<file path="config.mk">
export PLATFORM = sky130hd
export DESIGN_NAME = upsample2x
export DESIGN_NICKNAME = d
export VERILOG_FILES = /design/src/rtl/upsample2x.sv
export SDC_FILE = /design/constraint.sdc
export NUM_CORES = 1
export LEC_CHECK = 0
export ABC_AREA = 1
export CORE_UTILIZATION = 31
export CTS_CLUSTER_SIZE = 10
export DETAILED_ROUTE_END_ITERATION = 8
export PLACE_DENSITY = 0.48
export REMOVE_ABC_BUFFERS = 1
export SLEW_MARGIN = 30
export SYNTH_ARGS = -nofsm -noshare
export SYNTH_HDL_FRONTEND = slang
export SYNTH_SLANG_ARGS = --single-unit
</file>
<file path="constraint.sdc">
create_clock -name clk -period 5.7 [get_ports clk]
set_input_delay 0.855 -clock clk [delete_from_list [all_inputs] [get_ports clk]]
set_output_delay 0.855 -clock clk [all_outputs]
set_load 0.03 [all_outputs]
</file>
<file path="src/rtl/upsample2x.sv">
// Streaming 2x2 nearest-neighbour upsampler: every input pixel is emitted twice per row,
// and each row is replayed from a line buffer to double it vertically.
module upsample2x #(
    parameter int DATA_W = 32,
    parameter int IN_W0  = 12,
    parameter int IN_W1  = 4
) (
    input  logic                     clk,
    input  logic                     rstn,
    input  logic                     state,
    input  logic                     ivalid,
    output logic                     iready,
    input  logic signed [DATA_W-1:0] din,
    output logic                     ovalid,
    input  logic                     oready,
    output logic signed [DATA_W-1:0] dout,
    output logic                     oeol,
    output logic                     oeof
);

    localparam int CW = $clog2(IN_W0 + 1);

    typedef enum logic {FILL = 1'b0, REPLAY = 1'b1} phase_t;

    phase_t                    phase_q, phase_d;
    logic [CW-1:0]             col_q, col_d;
    logic [CW-1:0]             rcol_q, rcol_d;
    logic [CW-1:0]             row_q, row_d;
    logic [CW-1:0]             w_q, w_d;
    logic                      sub_q, sub_d;
    logic                      row_done_q, row_done_d;
    logic                      ovalid_q, ovalid_d;
    logic                      oeol_q, oeol_d;
    logic                      oeof_q, oeof_d;
    logic signed [DATA_W-1:0]  dout_q, dout_d;
    logic signed [DATA_W-1:0]  line_q [IN_W0];

    logic                      latch_w;
    logic [CW-1:0]             w_eff;
    logic [CW-1:0]             last;
    logic [CW-1:0]             rnext;
    logic                      itx;
    logic                      otx;

    // Width is only taken from the mode input while idle at frame start; the live value
    // is used in that same cycle so a first pixel arriving immediately sees the new width.
    assign latch_w = (phase_q == FILL) && (row_q == '0) && (col_q == '0) && !ovalid_q;
    assign w_eff   = latch_w ? (state ? CW'(IN_W1) : CW'(IN_W0)) : w_q;
    assign last    = w_eff - CW'(1);
    assign rnext   = rcol_q + CW'(1);

    assign iready = (phase_q == FILL) && !row_done_q && (!ovalid_q || (oready && sub_q));
    assign itx    = ivalid && iready;
    assign otx    = ovalid_q && oready;

    assign ovalid = ovalid_q;
    assign dout   = dout_q;
    assign oeol   = oeol_q;
    assign oeof   = oeof_q;

    always_comb begin
        phase_d    = phase_q;
        col_d      = col_q;
        rcol_d     = rcol_q;
        row_d      = row_q;
        w_d        = w_eff;
        sub_d      = sub_q;
        row_done_d = row_done_q;
        ovalid_d   = ovalid_q;
        oeol_d     = oeol_q;
        oeof_d     = oeof_q;
        dout_d     = dout_q;

        if (phase_q == FILL) begin
            if (itx) begin
                dout_d   = din;
                ovalid_d = 1'b1;
                sub_d    = 1'b0;
                oeol_d   = 1'b0;
                col_d    = col_q + CW'(1);
                if (col_q == last) begin
                    row_done_d = 1'b1;
                end
            end else if (otx) begin
                if (!sub_q) begin
                    sub_d  = 1'b1;
                    oeol_d = row_done_q;
                end else if (oeol_q) begin
                    phase_d    = REPLAY;
                    rcol_d     = '0;
                    sub_d      = 1'b0;
                    row_done_d = 1'b0;
                    oeol_d     = 1'b0;
                    ovalid_d   = 1'b1;
                    dout_d     = line_q[0];
                end else begin
                    ovalid_d = 1'b0;
                end
            end
        end else if (otx) begin
            if (!sub_q) begin
                sub_d = 1'b1;
                if (rcol_q == last) begin
                    oeol_d = 1'b1;
                    oeof_d = (row_q == last);
                end
            end else if (rcol_q == last) begin
                phase_d  = FILL;
                col_d    = '0;
                sub_d    = 1'b0;
                ovalid_d = 1'b0;
                oeol_d   = 1'b0;
                oeof_d   = 1'b0;
                row_d    = (row_q == last) ? '0 : row_q + CW'(1);
            end else begin
                rcol_d = rnext;
                sub_d  = 1'b0;
                dout_d = line_q[rnext];
            end
        end
    end

    always_ff @(posedge clk or negedge rstn) begin
        if (!rstn) begin
            phase_q    <= FILL;
            col_q      <= '0;
            rcol_q     <= '0;
            row_q      <= '0;
            w_q        <= CW'(IN_W0);
            sub_q      <= 1'b0;
            row_done_q <= 1'b0;
            ovalid_q   <= 1'b0;
            oeol_q     <= 1'b0;
            oeof_q     <= 1'b0;
            dout_q     <= '0;
        end else begin
            phase_q    <= phase_d;
            col_q      <= col_d;
            rcol_q     <= rcol_d;
            row_q      <= row_d;
            w_q        <= w_d;
            sub_q      <= sub_d;
            row_done_q <= row_done_d;
            ovalid_q   <= ovalid_d;
            oeol_q     <= oeol_d;
            oeof_q     <= oeof_d;
            dout_q     <= dout_d;
        end
    end

    // Line buffer holds pixel data only, so it carries no reset.
    always_ff @(posedge clk) begin
        if (itx) begin
            line_q[col_q] <= din;
        end
    end

endmodule

</file>
==> impl_metrics.csv, run 1 <==
group,metric,value,unit
critical_path,crit-reg2reg-launch,"phase_q",
floorplan,die_x,245,µm
critical_path,cp_slowest_cell,"nand2_4",
clock_network,cts.clk_slew.worst_paths,0.06,ns
critical_path,crit_chain,"inv_4 -> nand2_4 -> nor2_8 -> nand2_8 -> nand2_4 -> ha_1 -> xor2_1 -> nand3_2 -> nor2_4 -> nand3_4 -> nand2_4 -> nand2_1 -> o21ai_1",
critical_path,ff2ff_setup_slack,1.69,ns
floorplan,num_rows,88,
layout,num-nets-final,1627,
grt,grt_use_total,0.173,
layout,final_core_util,0.368,
grt,grt_pass1_wl,77.0,mm
clock_network,cts_tree,"done",
power_and_ir_drop,p_clk_frac,0.450,
clock_network,cts_hold_repair.buffers,0,
sta,layout_setup_ws,1.69,ns
place,post-place-ws,1.68,ns
synth,ys_ff_latch,438,
synth,synth_top_area_frac,0.632,
route,first_iter_violations,1063,
floorplan,die_y,245,µm
clock_network,cts_made_buffers,50,
sta,hold_viol,0,
sta,finClkSkew,0.0105,ns
synth,synth.yosys.seq_area_share,0.707,
grt,grt_max_degree,82,
sta,maxSlewViolCount,0,
critical_path,worstSetupEndpoint,"dout[13]",
floorplan,num_io_pins,73,
power_and_ir_drop,seqPwrFrac,0.537,
sta,rsz0062_at_grt,"no",
sta,fmax,0.249,GHz
route,avgRoutedWirePerCell,21.5,µm
layout,drive_gt1_frac,0.0912,
critical_path,start_kind,"register",
layout,mostFrequentLayoutCell,"edfxtp_1",
layout,final_cell_mix,"edfxtp_1, o21ai_0, nor2_1",
job,cap_viol_max_count,0,
clock_network,cts_root_buf,"clkbuf_16",
sta,maxSlewHeadroom,0.367,
power_and_ir_drop,vdd_drop_max,199,µV
floorplan,initial_utilization,0.315,
power_and_ir_drop,power_frac_comb,0.012,
clock_network,ctsResizeCount,0,
critical_path,reg2reg_depth,13,
power_and_ir_drop,internal-power,5.20,mW
worst_hold_path,hp-class,"in2async",
synth,synth_cell_types,35,
place,hpwlAfterDp,26.6,mm
synth,async_reset_ff_frac,0.123,
outcome,status,"finished clean",
synth,synth_edf_count,384,
place,port_buffers,72,
synth,synth-main-ff-cell,"edfxtp_1",
clock_network,clk_latency,0.59,ns
sta,finalCriticalPeriod,4.01,ns
critical_path,critPathArrivalTime,4.50,ns
synth,yosys_warnings,0,
synth,netlist_instances,1521,
clock_network,cts.sinks,438,
clock_network,clock_path_buffers,3,
sta,tightestPinTransition,0.950,ns
place,gp_congestion,0.778,
synth,synth.area.top_cells,"edfxtp_1, dfrtp_1, o21ai_0, nor2_1, nand2_1",
synth,yosysTopAreaCell,"edfxtp_1",
synth,avgSynthCellArea,12.0,µm²
route,ant_nets,0,
grt,grt-ovfl-total,0,
layout,diodes,0,
clock_network,ctsHtreeMaxLevel,2,
critical_path,cp.required,6.19,ns
power_and_ir_drop,powerDensity,305,nW/µm²
power_and_ir_drop,switching_share,0.200,
grt,grt_pass1_vias,11900,
route,wl,51.4,mm
sta,setup_viol,0,
layout,area_delta_synth_final,17.0,%
critical_path,cp-startpoint,"phase_q",
route,drt_first_pass_iters,5,
clock_network,cts_setup_buffers,0,
floorplan,dieArea,59800,µm²
critical_path,r2r_end,"dout[13]",
route,drc,0,
critical_path,path_max_fanout,36,
critical_path,cp-end-kind,"register",
critical_path,crit_top_cell,"nand2_4",
critical_path,critical_path_class,"reg2reg",
route,viasPerCell,5.03,
critical_path,cp_slowest_stage_delay,0.84,ns
synth,syn_area,18200,µm²
sta,timing.final.crit_share,0.703,
floorplan,core-area,57900,µm²
power_and_ir_drop,power.leakage,7.48,nW
power_and_ir_drop,power_switching,1.30,mW
grt,antenna_found_initial,1,
route,vias,12000,
==> state kept, by name (all words and copies together), names as in the netlist <==
register,cells
line_q,384
dout,32
col_q,4
rcol_q,4
row_q,4
w_q,4
oeof,1
oeol,1
ovalid,1
phase_q,1
row_done_q,1
sub_q,1
==> logic make-up (layout without fill, tap and decap cells) <==
group                      Yosys count  after routing  share of synthesized area
DFF                                438            438                      0.707
and+or+nand+nor                    434            434                      0.103
adders and majority gates            8              8                    0.00549
buffers and inverters              168            269                     0.0376
AOI/OAI and AO/OA                  462            462                      0.142
xor gates and xnor gates            11             11                    0.00528
==> critical path: cells and delay by family, from the launching register on <==
| family | cells | cell delay [ns] |
|---|---|---|
| flip-flops | 1 | 0.42 |
| buffers and inverters | 1 | 0.46 |
| XOR/XNOR | 1 | 0.19 |
| AO/OA/AOI/OAI | 1 | 0.12 |
| adder cells (fa/ha/maj) | 1 | 0.31 |
| AND/OR/NAND/NOR | 9 | 2.36 |
==> cell usage after synthesis (15+ instances only) <==
cell and number:
inv_1 61, edfxtp_1 384, o2111ai_1 31, buf_2 18, o22ai_1 64, nor2_1 173, a21oi_1 99, nand2_2 15
dfrtp_1 52, clkbuf_1 70, nor3_1 16, nand2_1 164, o211ai_1 31, o21ai_0 234, nand3_1 52
==> worst min path at each step <==
stage,from,to,slack (ns)
2_1_floorplan,w_q[3],w_q[3],0.46
6_report,rstn,w_q[0],0.16
3_3_place_gp,dout[28],dout[28],0.47
4_1_cts,rstn,w_q[0],0.40
5_1_grt,rstn,w_q[0],0.15
3_5_place_dp,dout[25],dout[25],0.48
==> stage by stage <==
stage / cell area, µm² / hold WS (ns) / power [mW] / TNS, ns / std cells
after floorplan: 17800 / 0.459 / 3.56 / -54.22 / 1421
after global placement: 19900 / 0.469 / 3.64 / 0 / 2294
after detailed placement: 19900 / 0.476 / 3.64 / 0 / 2294
after CTS: 21300 / 0.400 / 6.58 / 0 / 2386
after global routing: 21300 / 0.154 / 6.70 / 0 / 2387
final: 21300 / 0.162 / 6.50 / 0 / 2387
==> area by class of cell <==
| type | count | area [µm²] |
|---|---|---|
| Inverter | 68 | 262 |
| Clock buffer | 87 | 1420 |
| Tap cell | 765 | 957 |
| Clock inverter | 5 | 40.0 |
| Fill cell | 5687 | 36600 |
| Multi-Input combinational cell | 915 | 4760 |
| Timing Repair Buffer | 109 | 1010 |
| Sequential cell | 438 | 12900 |
==> layer usage <==
| layer | track usage | routed length (µm) | up-vias |
|---|---|---|---|
| met5 | 0 | 9 | - |
| met1 | 0.248 | 24100 | 5959 |
| met2 | 0.272 | 23500 | 312 |
| li1 | - | - | 5679 |
| met4 | 0.0443 | 869 | 2 |
| met3 | 0.0279 | 2870 | 61 |
==> power groups by stage <==
stage | clock [mW] | combinational, mW | sequential [mW]
after floorplan | 0 | 0.00334 | 3.56
after global placement | 0 | 0.0783 | 3.56
after detailed placement | 0 | 0.0802 | 3.56
after CTS | 3.01 | 0.0806 | 3.49
after global routing | 3.13 | 0.0880 | 3.49
final | 2.93 | 0.0807 | 3.49
(Power assumes the default switching activity.)
==> run 2: changes to the inputs <==
Clock period 5.7 ns to 4 ns, I/O delays scaled along.
==> impl_metrics.csv, run 2 (synthesis results as in run 1) <==
group,metric,value,unit
floorplan,dieArea,59800,µm²
critical_path,critPathArrivalTime,3.74,ns
layout,fillerInstances,5664,
power_and_ir_drop,power_frac_comb,0.011,
grt,grt_max_degree,225,
sta,maxSlewViolCount,0,
route,wl,49.6,mm
power_and_ir_drop,p_clk_frac,0.458,
route,first_iter_violations,921,
layout,drive_gt1_frac,0.0953,
layout,final_cells,2391,
place,gp_congestion,0.778,
sta,maxSlewHeadroom,0.504,
critical_path,start_kind,"register",
clock_network,clock_path_buffers,3,
power_and_ir_drop,switching_share,0.197,
route,ant_nets,0,
floorplan,core-area,57900,µm²
clock_network,cts_hold_repair.buffers,0,
grt,antenna_found_initial,1,
floorplan,die_y,245,µm
outcome,status,"finished clean",
clock_network,cts_made_buffers,52,
layout,largest-register,"line_q",
sta,timing.final.crit_share,0.814,
layout,area_delta_synth_final,17.8,%
power_and_ir_drop,vdd_drop_max,309,µV
power_and_ir_drop,power_switching,1.84,mW
worst_hold_path,hp-class,"in2async",
layout,mostFrequentLayoutCell,"edfxtp_1",
place,place_inst,2296,
route,drc,0,
power_and_ir_drop,internal-power,7.53,mW
route,drt_first_pass_iters,5,
layout,final_cell_mix,"edfxtp_1, o21ai_0, nor2_1",
layout,num-nets-final,1631,
sta,finClkSkew,0.0188,ns
sta,hold_viol,0,
clock_network,cts.clk_slew.worst_paths,0.05,ns
clock_network,cts_tree,"done",
critical_path,critical_path_class,"reg2reg",
layout,seqCellArea,12900,µm²
critical_path,cp-end-kind,"register",
floorplan,die_x,245,µm
critical_path,cp.required,4.48,ns
floorplan,num_io_pins,73,
sta,rsz0062_at_grt,"no",
route,viasPerCell,5.02,
grt,grt_use_total,0.166,
layout,multiInputGateArea,4760,µm²
grt,grt_pass1_wl,74.8,mm
power_and_ir_drop,seqPwrFrac,0.531,
grt,grt-ovfl-total,0,
clock_network,cts_setup_buffers,0,
floorplan,initial_utilization,0.315,
power_and_ir_drop,powerDensity,436,nW/µm²
place,hpwlAfterDp,26.3,mm
clock_network,cts_root_buf,"clkbuf_16",
sta,setup_viol,0,
sta,fmax,0.307,GHz
route,avgRoutedWirePerCell,20.8,µm
critical_path,path_max_fanout,33,
sta,tightestPinTransition,0.745,ns
clock_network,clk_latency,0.58,ns
floorplan,num_rows,88,
clock_network,cts.sinks,438,
clock_network,ctsHtreeMaxLevel,2,
layout,final_core_util,0.371,
layout,diodes,0,
sta,finalCriticalPeriod,3.26,ns
layout,largest_reg_flops,384,
route,vias,12000,
power_and_ir_drop,power.leakage,7.54,nW
grt,grt_pass1_vias,11600,
clock_network,ctsResizeCount,0,
job,cap_viol_max_count,0,
place,port_buffers,72,
==> run 2: changes by cell type in the layout (fill, tap and decap cells not counted) <==
cell	delta
buf_4	-2
clkbuf_16	+2
clkbuf_1	-3
inv_2	+1
buf_12	+3
inv_16	-1
buf_16	+1
inv_6	-1
clkbuf_8	+3
clkinv_4	+1
==> run 2: worst max-delay path, cell delays in order, from the launching register on <==
cell,delay [ns]
dfrtp_1,0.44
inv_1,0.16
ha_1,0.20
nand2_1,0.09
nor2_4,0.19
nand2_8,0.09
nand2_1,0.11
ha_1,0.29
xor2_1,0.19
nand3_2,0.11
nor2_4,0.20
nand3_4,0.29
nand2_4,0.59
nand2_1,0.11
o21ai_1,0.10
==> run 2: stage by stage <==
step | setup WS, ns | hold slack [ns] | instance area [µm²] | TNS [ns] | total power, mW
final | 0.742 | 0.0877 | 21500 | 0 | 9.37
after detailed placement | 0.755 | 0.476 | 19900 | 0 | 5.18
after global placement | 0.844 | 0.472 | 19900 | 0 | 5.18
after CTS | 0.753 | 0.0761 | 21400 | 0 | 9.52
after global routing | 0.461 | 0.123 | 21500 | 0 | 9.69
after floorplan | -3.01 | 0.304 | 17800 | -254.18 | 5.07
==> run 2: final timing paths <==
kind | startpoint | to | slack [ns] | depth (start not counted)
worst min register to register | w_q[3] | w_q[3] | 0.49 | 2
max in group asynchronous | rstn | rcol_q[0] | 2.94 | 2
worst min-delay path | rstn | rcol_q[2] | 0.09 | 1
worst max register to register | col_q[0] | dout[13] | 0.74 | 14
min in group clk | w_q[3] | w_q[3] | 0.49 | 2
worst max-delay path | col_q[0] | dout[13] | 0.74 | 14
==> run 2: area by class of cell <==
type	count	area share
clock buffer	89	0.0699
clock inverter	5	0.00117
inverter	68	0.0121
multi-input combinational	915	0.222
sequential	438	0.600
tap	765	0.0446
timing repair buffer	111	0.0502
==> run 2: per-layer routing <==
metal	vias to the layer above	global-route usage	routed length, µm
li1	5673	-	-
met1	6030	0.238	23900
met2	237	0.260	22700
met3	62	0.0292	2110
met4	2	0.0421	906
met5	-	0	13
==> run 2: power groups by stage <==
stage          sequential [mW]  clock (mW)  combinational [mW]
6_report                  4.98        4.29               0.107
5_1_grt                   4.97        4.60               0.120
4_1_cts                   4.97        4.43               0.110
3_5_place_dp              5.07           0               0.110
3_3_place_gp              5.07           0               0.107
2_1_floorplan             5.07           0             0.00476
